File: config.mk
export PLATFORM = sky130hd
export DESIGN_NAME = atm_multi_account_ctrl
export DESIGN_NICKNAME = d
export VERILOG_FILES = /design/src/rtl/atm_multi_account_ctrl.sv
export SDC_FILE = /design/constraint.sdc
export NUM_CORES = 1
export LEC_CHECK = 0
export CAP_MARGIN = 15
export CORE_MARGIN = 2
export CORE_UTILIZATION = 55
export CTS_CLUSTER_SIZE = 8
export DETAILED_ROUTE_END_ITERATION = 8
export PLACE_DENSITY = 0.76
export SLEW_MARGIN = 40
export SYNTH_ARGS = -nofsm -noshare
export SYNTH_HDL_FRONTEND = slang
export SYNTH_SLANG_ARGS = --single-unit
File: constraint.sdc
create_clock -name i_clock -period 5.9 [get_ports i_clock]
set_input_delay 1.18 -clock i_clock [delete_from_list [all_inputs] [get_ports i_clock]]
set_output_delay 1.18 -clock i_clock [all_outputs]
set_load 0.02 [all_outputs]
File: src/rtl/atm_multi_account_ctrl.sv
// atm_multi_account_ctrl: multi-account ATM transaction engine; define ATM_REPORT_EN for per-account tx_count/last_amount reporting (op 4)
module atm_multi_account_ctrl #(
  parameter int NUM_ACCOUNTS = 8,
  parameter int AMT_W = 16,
  parameter int PW_W = 10,
  parameter int DATE_W = 11,
  parameter int CURRENT_DATE = 2022,
  parameter int MAX_TRIES = 3,
  parameter int MIN_BALANCE = 100,
  parameter int UNBAN_COST = 100,
  parameter int INIT_BALANCE = 1000,
  localparam int ACCT_W = $clog2(NUM_ACCOUNTS)
) (
  input  logic              i_clock,
  input  logic              i_reset_n,
  input  logic              i_req_valid,
  output logic              o_req_ready,
  input  logic [2:0]        i_req_op,
  input  logic [ACCT_W-1:0] i_req_card,
  input  logic [ACCT_W-1:0] i_req_dest,
  input  logic [AMT_W-1:0]  i_req_amount,
  input  logic [DATE_W-1:0] i_req_exp_date,
  input  logic [PW_W-1:0]   i_req_password,
  input  logic [PW_W-1:0]   i_req_new_password,
  output logic              o_resp_valid,
  output logic [2:0]        o_resp_status,
  output logic [AMT_W-1:0]  o_resp_balance,
  output logic [7:0]        o_resp_tx_count,
  output logic [AMT_W-1:0]  o_resp_last_amount
);
  localparam int TRY_W = $clog2(MAX_TRIES + 1);
  localparam logic [2:0] ST_OK = 3'd0, ST_BAD_CARD = 3'd1, ST_BAD_PW = 3'd2, ST_BANNED = 3'd3;
  localparam logic [2:0] ST_INSUF = 3'd4, ST_BAD_DEST = 3'd5, ST_BAD_OP = 3'd6, ST_OVF = 3'd7;
  localparam logic [AMT_W:0] MIN_X = (AMT_W+1)'(MIN_BALANCE);
  localparam logic [AMT_W-1:0] UNBAN_X = AMT_W'(UNBAN_COST);
  localparam logic [AMT_W-1:0] INIT_X = AMT_W'(INIT_BALANCE);
  localparam logic [DATE_W-1:0] DATE_X = DATE_W'(CURRENT_DATE);
  localparam logic [TRY_W-1:0] MAX_X = TRY_W'(MAX_TRIES);
`ifdef ATM_REPORT_EN
  localparam logic [2:0] ST_RPT = ST_OK;
`else
  localparam logic [2:0] ST_RPT = ST_BAD_OP;
`endif
  typedef enum logic [1:0] {S_IDLE, S_CHECK, S_EXEC, S_RESP} state_t;
  state_t r_state, w_state_nxt;
  logic [2:0]        r_op;
  logic [ACCT_W-1:0] r_card, r_dest;
  logic [AMT_W-1:0]  r_amount;
  logic [DATE_W-1:0] r_exp;
  logic [PW_W-1:0]   r_pw, r_new_pw;
  logic [2:0]        r_chk_status;
  logic [AMT_W-1:0]  r_bal [NUM_ACCOUNTS];
  logic [PW_W-1:0]   r_pw_tab [NUM_ACCOUNTS];
  logic [TRY_W-1:0]  r_tries [NUM_ACCOUNTS];
  logic              r_ban [NUM_ACCOUNTS];
  logic [2:0]        r_resp_status;
  logic [AMT_W-1:0]  r_resp_bal;
  logic              w_pw_ok, w_banned, w_enough, w_ok, w_debit, w_unban;
  logic [2:0]        w_chk_status, w_exec_status;
  logic [TRY_W-1:0]  w_tries_inc, w_tries_nxt;
  logic              w_ban_nxt;
  logic [AMT_W-1:0]  w_src, w_dst, w_src_new;
  logic [AMT_W:0]    w_sum;

  // State register; reset abandons any request in flight
  always_ff @(posedge i_clock) begin
    if (!i_reset_n) r_state <= S_IDLE;
    else r_state <= w_state_nxt;
  end

  // Fixed-latency sequencing: accept in IDLE, respond three cycles later
  always_comb begin
    w_state_nxt = r_state;
    o_req_ready = 1'b0;
    o_resp_valid = 1'b0;
    case (r_state)
      S_IDLE: begin
        o_req_ready = 1'b1;
        w_state_nxt = i_req_valid ? S_CHECK : S_IDLE;
      end
      S_CHECK: w_state_nxt = S_EXEC;
      S_EXEC: w_state_nxt = S_RESP;
      default: begin
        o_resp_valid = 1'b1;
        w_state_nxt = S_IDLE;
      end
    endcase
  end

  // Request capture on accept and latch of the credential-check verdict
  always_ff @(posedge i_clock) begin
    if (i_req_valid && o_req_ready) begin
      r_op <= i_req_op;
      r_card <= i_req_card;
      r_dest <= i_req_dest;
      r_amount <= i_req_amount;
      r_exp <= i_req_exp_date;
      r_pw <= i_req_password;
      r_new_pw <= i_req_new_password;
    end
    if (r_state == S_CHECK) r_chk_status <= w_chk_status;
  end

  // Credential checks in priority order plus wrong-password try bookkeeping
  always_comb begin
    w_pw_ok = r_pw_tab[r_card] == r_pw;
    w_banned = r_ban[r_card];
    w_tries_inc = r_tries[r_card] + TRY_W'(1);
    w_chk_status = r_exp < DATE_X ? ST_BAD_CARD :
                   (w_banned && r_op != 3'd6) ? ST_BANNED :
                   !w_pw_ok ? ST_BAD_PW :
                   (r_op == 3'd0 || r_op == 3'd7) ? ST_BAD_OP : ST_OK;
    w_tries_nxt = r_tries[r_card];
    w_ban_nxt = w_banned;
    if (w_chk_status == ST_BAD_PW && !w_banned) begin
      w_tries_nxt = w_tries_inc >= MAX_X ? MAX_X : w_tries_inc;
      w_ban_nxt = w_tries_inc >= MAX_X;
    end
    if (r_exp >= DATE_X && !w_banned && w_pw_ok) w_tries_nxt = '0;
  end

  // Operation execution; a zero amount never touches balances
  always_comb begin
    w_src = r_bal[r_card];
    w_dst = r_bal[r_dest];
    w_sum = {1'b0, w_dst} + {1'b0, r_amount};
    w_enough = (r_amount == '0) || ({1'b0, w_src} >= {1'b0, r_amount} + MIN_X);
    w_exec_status = r_chk_status != ST_OK ? r_chk_status :
                    (r_op == 3'd1 || r_op == 3'd5) ? ST_OK :
                    r_op == 3'd2 ? (w_enough ? ST_OK : ST_INSUF) :
                    r_op == 3'd3 ? (r_dest == r_card ? ST_BAD_DEST : !w_enough ? ST_INSUF : w_sum[AMT_W] ? ST_OVF : ST_OK) :
                    r_op == 3'd6 ? ((!w_banned || w_src >= UNBAN_X) ? ST_OK : ST_INSUF) :
                    r_op == 3'd4 ? ST_RPT : ST_BAD_OP;
    w_ok = w_exec_status == ST_OK;
    w_debit = w_ok && (r_op == 3'd2 || r_op == 3'd3) && r_amount != '0;
    w_unban = w_ok && r_op == 3'd6 && w_banned;
    w_src_new = w_debit ? w_src - r_amount : w_unban ? w_src - UNBAN_X : w_src;
  end

  // Account table: reset image, try/ban updates in CHECK, commits in EXEC
  always_ff @(posedge i_clock) begin
    if (!i_reset_n) begin
      for (int i = 0; i < NUM_ACCOUNTS; i++) begin
        r_bal[i] <= INIT_X;
        r_pw_tab[i] <= PW_W'(i);
        r_tries[i] <= '0;
        r_ban[i] <= 1'b0;
      end
    end else if (r_state == S_CHECK) begin
      r_tries[r_card] <= w_tries_nxt;
      r_ban[r_card] <= w_ban_nxt;
    end else if (r_state == S_EXEC && w_ok) begin
      r_bal[r_card] <= w_src_new;
      if (r_op == 3'd3 && r_amount != '0) r_bal[r_dest] <= w_sum[AMT_W-1:0];
      if (r_op == 3'd5) r_pw_tab[r_card] <= r_new_pw;
      if (w_unban) begin
        r_ban[r_card] <= 1'b0;
        r_tries[r_card] <= '0;
      end
    end
  end

  // Response status and source balance, held between responses
  always_ff @(posedge i_clock) begin
    if (!i_reset_n) begin
      r_resp_status <= ST_OK;
      r_resp_bal <= '0;
    end else if (r_state == S_EXEC) begin
      r_resp_status <= w_exec_status;
      r_resp_bal <= w_src_new;
    end
  end

  assign o_resp_status = r_resp_status;
  assign o_resp_balance = r_resp_bal;

`ifdef ATM_REPORT_EN
  logic [7:0]       r_tx [NUM_ACCOUNTS];
  logic [AMT_W-1:0] r_last [NUM_ACCOUNTS];
  logic [7:0]       r_resp_tx;
  logic [AMT_W-1:0] r_resp_last;

  // Per-account activity record and op 4 report latch
  always_ff @(posedge i_clock) begin
    if (!i_reset_n) begin
      for (int i = 0; i < NUM_ACCOUNTS; i++) begin
        r_tx[i] <= '0;
        r_last[i] <= '0;
      end
      r_resp_tx <= '0;
      r_resp_last <= '0;
    end else if (r_state == S_EXEC) begin
      if (w_debit || w_unban) begin
        r_tx[r_card] <= r_tx[r_card] == 8'hFF ? 8'hFF : r_tx[r_card] + 8'd1;
        r_last[r_card] <= w_unban ? UNBAN_X : r_amount;
      end
      if (w_debit && r_op == 3'd3) begin
        r_tx[r_dest] <= r_tx[r_dest] == 8'hFF ? 8'hFF : r_tx[r_dest] + 8'd1;
        r_last[r_dest] <= r_amount;
      end
      r_resp_tx <= (w_ok && r_op == 3'd4) ? r_tx[r_card] : '0;
      r_resp_last <= (w_ok && r_op == 3'd4) ? r_last[r_card] : '0;
    end
  end

  assign o_resp_tx_count = r_resp_tx;
  assign o_resp_last_amount = r_resp_last;
`else
  assign o_resp_tx_count = '0;
  assign o_resp_last_amount = '0;
`endif
endmodule

Word level (Yosys, flattened, before mapping):

Memory sizes are Yosys's and may differ from the RTL's. A register that Yosys moved wholly into a read port is not among the register bits.
Cells that the tools add are included.

* register bits: 80
* bits in latches: 0
* memory bits (writable): 232
* ROM bits: 0
* input port bits: 59
* output and inout bits: 45
* word-level logic and storage cells: 137
* memories: 4

* $add $sub $neg: 5
* multipliers: 0
* divide/modulo/power cells: 0
* $lt $le $gt $ge: 5
* equality and inequality tests: 12
* shifts and indexed selects: 0
* multiplexer cells: 69
* bitwise operators: 2
* reduce and logical (&&, ||, !) cells: 29

Memories
* r_bal: depth 8, bits a word 16, read ports 2, clocked after Yosys merged registers in 2, wr ports 8, RTL line 52 `logic [AMT_W-1:0] r_bal [NUM_ACCOUNTS];`
* r_pw_tab: depth 8, bits a word 10, read ports 1, clocked after Yosys merged registers in 1, wr ports 8, RTL line 53 `logic [PW_W-1:0] r_pw_tab [NUM_ACCOUNTS];`
* r_tries: depth 8, bits a word 2, read ports 1, clocked after Yosys merged registers in 1, wr ports 8, RTL line 54 `logic [TRY_W-1:0] r_tries [NUM_ACCOUNTS];`
* r_ban: depth 8, bits a word 1, read ports 1, clocked after Yosys merged registers in 1, wr ports 8, RTL line 55 `logic r_ban [NUM_ACCOUNTS];`

Operator list (number)
* $mux 3: 24
* $mux 16: 4
* $mux 1: 34
* $reduce_or 16->1: 2
* $add 16x16->17: 1
* $add 16x7->17 const B: 1
* $ge 16x17->1: 1
* $ge 16x7->1 const B: 1
* $logic_not 16->1: 1
* $reduce_bool 16->1: 1
* $sub 16x16->16: 1
* $sub 16x7->16 const B: 1
* $ge 11x11->1 const B: 1
* $logic_and 1x1->1: 11
* $lt 11x11->1 const B: 1
* $eq 10x10->1: 1
* $mux 10: 1
* $mux 2: 5
* $reduce_or 10->1: 1
* $eq 3x2->1 const B: 3
* $eq 3x3->1 const B: 3
* $logic_not 3->1: 2
* $pmux 2 s3: 1
* $logic_or 1x1->1: 5
* other kinds (14): 15

Longest topological paths before layout:

* word-level depth: 20
* mapped depth: 19
* depth with buffers taken out: 14

Worst setup path after synthesis:

No wires, ideal clock.

* kind: register -> register
* start point: register with a tool-made name
* end point: memory r_bal[0][0] (enable)
* library setup time: 0.411 ns
* arrival time: 5.115 ns
* required time: 5.489 ns
* slack: 0.374 ns
* cell stages (with the launch flop): 17
* path buffers: 3
* period minus slack after synthesis: 5.526 ns
* path through: dfxtp_1 clkbuf_1 buf_1 mux4_2 mux2_2 ha_1 inv_1 fa_1 nor2b_1 o31a_1 o2111ai_1 a31oi_1 o21a_1 o211ai_4 buf_6 nand3_1 o21ai_0

RTL lines (RTL line)
* end, declared: 52

==> reports/qor.txt <==
initial antenna violation count - 0
mapped cell area - 19000 sq um
Worst-Skew Late Latency - 580 ps
Flop pwr share - 0.389
cell mode on critical path - o211ai_1
clock share of power - 0.340
crit end category - flip-flop
final-report hold violation count - 0
Filler Cells Inserted - 2526
fin crit share - 0.927
hold_buf cts - 0
synthesized flop and latch total - 317
P_int - 0.00476 W
NetSw - 0.00237 W
number of cell rows - 68
Max Root-Sink Buffers - 3
ys async rst share - 0
postcts setup bufs - 0
CP required - 6150 ps
vias in the first global route - 14600
Power Dens Cells - 327 nW/um^2
PostCTS Resize Cnt - 0
synthesized instance count - 1543
first-pass GRT wire length - 86800 um
worst-path cell chain - mux4_2 -> mux2i_2 -> inv_1 -> ha_1 -> nor2b_1 -> and3_1 -> o211ai_1 -> a21oi_1 -> o21ai_1 -> o211ai_4 -> nand3_1 -> o211ai_1 -> buf_4
total of max-cap violations - 0
CP bufs+invs - 2
Slew HR - 0.426
CP delay by family, top - compound AO/OA/AOI/OAI gates
Syn-to-layout area delta - 14.7%
RSZ-0062 raised after global routing - false
Switching Share - 0.332
die width - 190 um
Buffers on Ports - 78
largest net degree at the start of global routing - 66
count of different cell masters after synthesis - 90
EDFF count, synth - 282
clk sinks - 317
final RePlAce weighted congestion - 0.948
antenna cell count - 0
die area - 36100 sq um
Final setup viols - 0
DR WL/cell - 27.0 um
total core area - 34300 sq um
TNS Setup - 0 ps
CP Max Fanout - 35
fmax - 183 MHz
Via density - 6.92
register area share after synthesis - 0.482
clock root buffer master - clkbuf_16
drt first-iter violations - 1796
CTS Buf Count - 45
fin nets - 1762
placed inst area - 20500 sq um
slowest CP cell - dfxtp_4
fin crit period - 5470 ps
CTS tree - done
clock skew - 28.0 ps
final wirelength - 57800 um
fraction of layout cells with a size suffix above 1 - 0.182
chip height - 190 um
YS warnings - 0
Top FF cell, synth - edfxtp_1
Mean Syn Cell Area - 12.3 sq um
hold slack final - 448 ps
DR pass1 iterations - 6
remaining antenna violation count - 0
DRC - 0
final instance area - 21800 sq um
LEAKAGE - 7.40 nW
initial core utilization - 0.555
Hold Crit Start - o_resp_balance[11]
clock transition at the registers of the reported paths - 60 ps
gr ovfl total - 0
I/O pins - 104
Total GRT Usage - 0.322
post-DP HPWL - 40700 um
CP startpoint kind - flip-flop
outcome - finished, final reports clean
Comb pwr share - 0.271
Peak VDD IR - 0.290 mV
Worst Tran Pin Value - 859 ps
worst stage delay on the critical path - 840 ps
final slew viol count - 0
Hold Crit Class - reg2reg
total vias in the final route - 14800
WS Path Type - reg2reg
# H-tree levels - 2
Register Area - 9180 sq um
CP arrival - 5720 ps
area of the multi-input gates - 9190 sq um
-- state kept, by name (all words and copies together), names as in the netlist, named ones only --
signal          cells
r_pw               10
r_dest              3
r_new_pw           10
r_pw_tab           80
r_amount           16
r_ban               8
o_resp_status       3
r_card              3
r_exp              10
r_state             2
o_resp_balance     16
r_op                3
r_tries            16
r_chk_status        3
r_bal             128
-- worst register-to-register path, stage by stage (launching register included) --
cell and delay, ps:
dfxtp_4 840, mux4_2 640, mux2i_2 390, inv_1 250
ha_1 400, nor2b_1 170, and3_1 180, o211ai_1 220
a21oi_1 270, o21ai_1 200, o211ai_4 480, nand3_1 390
o211ai_1 410, buf_4 310
-- path summary, 6_finish.rpt --
path / to / slack [ps] / cells past startpoint
setup / recovery: r_bal[3][6] / 430 / 13
hold / removal: o_resp_balance[11] / 450 / 2
setup reg to reg: r_bal[3][6] / 430 / 13
hold reg to reg: o_resp_balance[11] / 450 / 2
-- per-stage QoR --
stage / power (W) / worst slack [ps] / instances / utilization
after global placement: 0.00462 / 743 / 2054 / 0.596
after CTS: 0.00709 / 589 / 2138 / 0.636
after detailed placement: 0.00467 / 630 / 2055 / 0.597
after floorplan: 0.00406 / 374 / 1566 / -
after global routing: 0.00738 / 236 / 2138 / 0.636
final: 0.00713 / 433 / 2138 / 0.636
-- final cells by class --
cell class              instances  area share
multi-input cells            1085       0.421
inverters                      48     0.00832
repair buffers                150      0.0634
well taps                     455      0.0261
flip-flops and latches        317       0.421
clock inverters                 2     0.00212
clock buffers                  81      0.0583
-- power by group through the flow --
stage	Clock, W	Sequential, W	Combinational (W)
finish	0.00243	0.00278	0.00193
global route	0.00253	0.00279	0.00206
CTS	0.00244	0.00277	0.00188
detailed placement	0	0.00281	0.00186
global placement	0	0.00280	0.00182
floorplan	0	0.00270	0.00136
-- routing by layer --
layer / track usage / wire length (um) / up-vias / share of wire
met5: 0 / 0 / - / 0
met4: 0.150 / 2800 / 0 / 0.048
met3: 0.0834 / 7460 / 186 / 0.13
met2: 0.495 / 26300 / 1058 / 0.45
met1: 0.431 / 21300 / 7186 / 0.37
li1: - / - / 6375 / -
-- cells in the mapped netlist (10+ instances only) --
library cell | instances | area share
mux4_2 | 85 | 0.10
o221ai_1 | 18 | 0.0083
nor2b_1 | 15 | 0.0049
o21ai_0 | 47 | 0.012
buf_4 | 29 | 0.011
nand4_1 | 28 | 0.0092
mux2_2 | 29 | 0.017
nor3_1 | 23 | 0.0060
a31oi_1 | 11 | 0.0036
and2_1 | 82 | 0.027
and3_1 | 11 | 0.0036
ha_1 | 54 | 0.036
buf_1 | 15 | 0.0030
nand2b_1 | 10 | 0.0033
a22oi_1 | 11 | 0.0043
clkbuf_1 | 50 | 0.0099
xnor2_1 | 22 | 0.010
a32oi_1 | 43 | 0.020
o22ai_1 | 21 | 0.0069
o211ai_1 | 14 | 0.0055
a21oi_1 | 49 | 0.013
dfxtp_1 | 35 | 0.037
inv_1 | 48 | 0.0095
buf_2 | 13 | 0.0034
nand3_1 | 41 | 0.011
mux2i_1 | 30 | 0.016
nand2_1 | 62 | 0.012
xor2_1 | 20 | 0.0092
o32ai_1 | 43 | 0.020
o21ai_1 | 13 | 0.0034
nor2_1 | 86 | 0.017
edfxtp_1 | 282 | 0.45
or3_1 | 29 | 0.0095
-- kinds of logic (layout without fill, tap and decap cells) --
family	Yosys count	after routing	share of synthesized area
compound gates	374	374	0.151
xor+xnor	42	42	0.0193
fa+ha+maj	56	56	0.0376
buf+inv	164	281	0.0425
flops	317	317	0.482
mux	146	146	0.135
other cells	1	24	0.000197
simple gates	443	443	0.132
-- cell usage in the layout, fill, tap and decap left out, types with 14 or more instances in the layout --
cell type / n
o32ai_1: 43
o21ai_0: 45
conb_1: 24
buf_4: 67
o22ai_1: 20
xnor2_1: 21
clkdlybuf4s50_1: 78
nand3_1: 41
nand4_1: 28
o21ai_1: 15
edfxtp_1: 282
o211ai_1: 14
nor2_1: 85
ha_1: 54
o221ai_1: 18
a21oi_1: 48
mux4_2: 85
inv_1: 47
and2_1: 82
xor2_1: 20
clkbuf_1: 35
clkbuf_16: 45
mux2_2: 29
mux2i_1: 29
a32oi_1: 43
or3_1: 28
dfxtp_1: 31
nand2_1: 62
nor2b_1: 14
nor3_1: 20
Power figures use the tool's default switching activity.
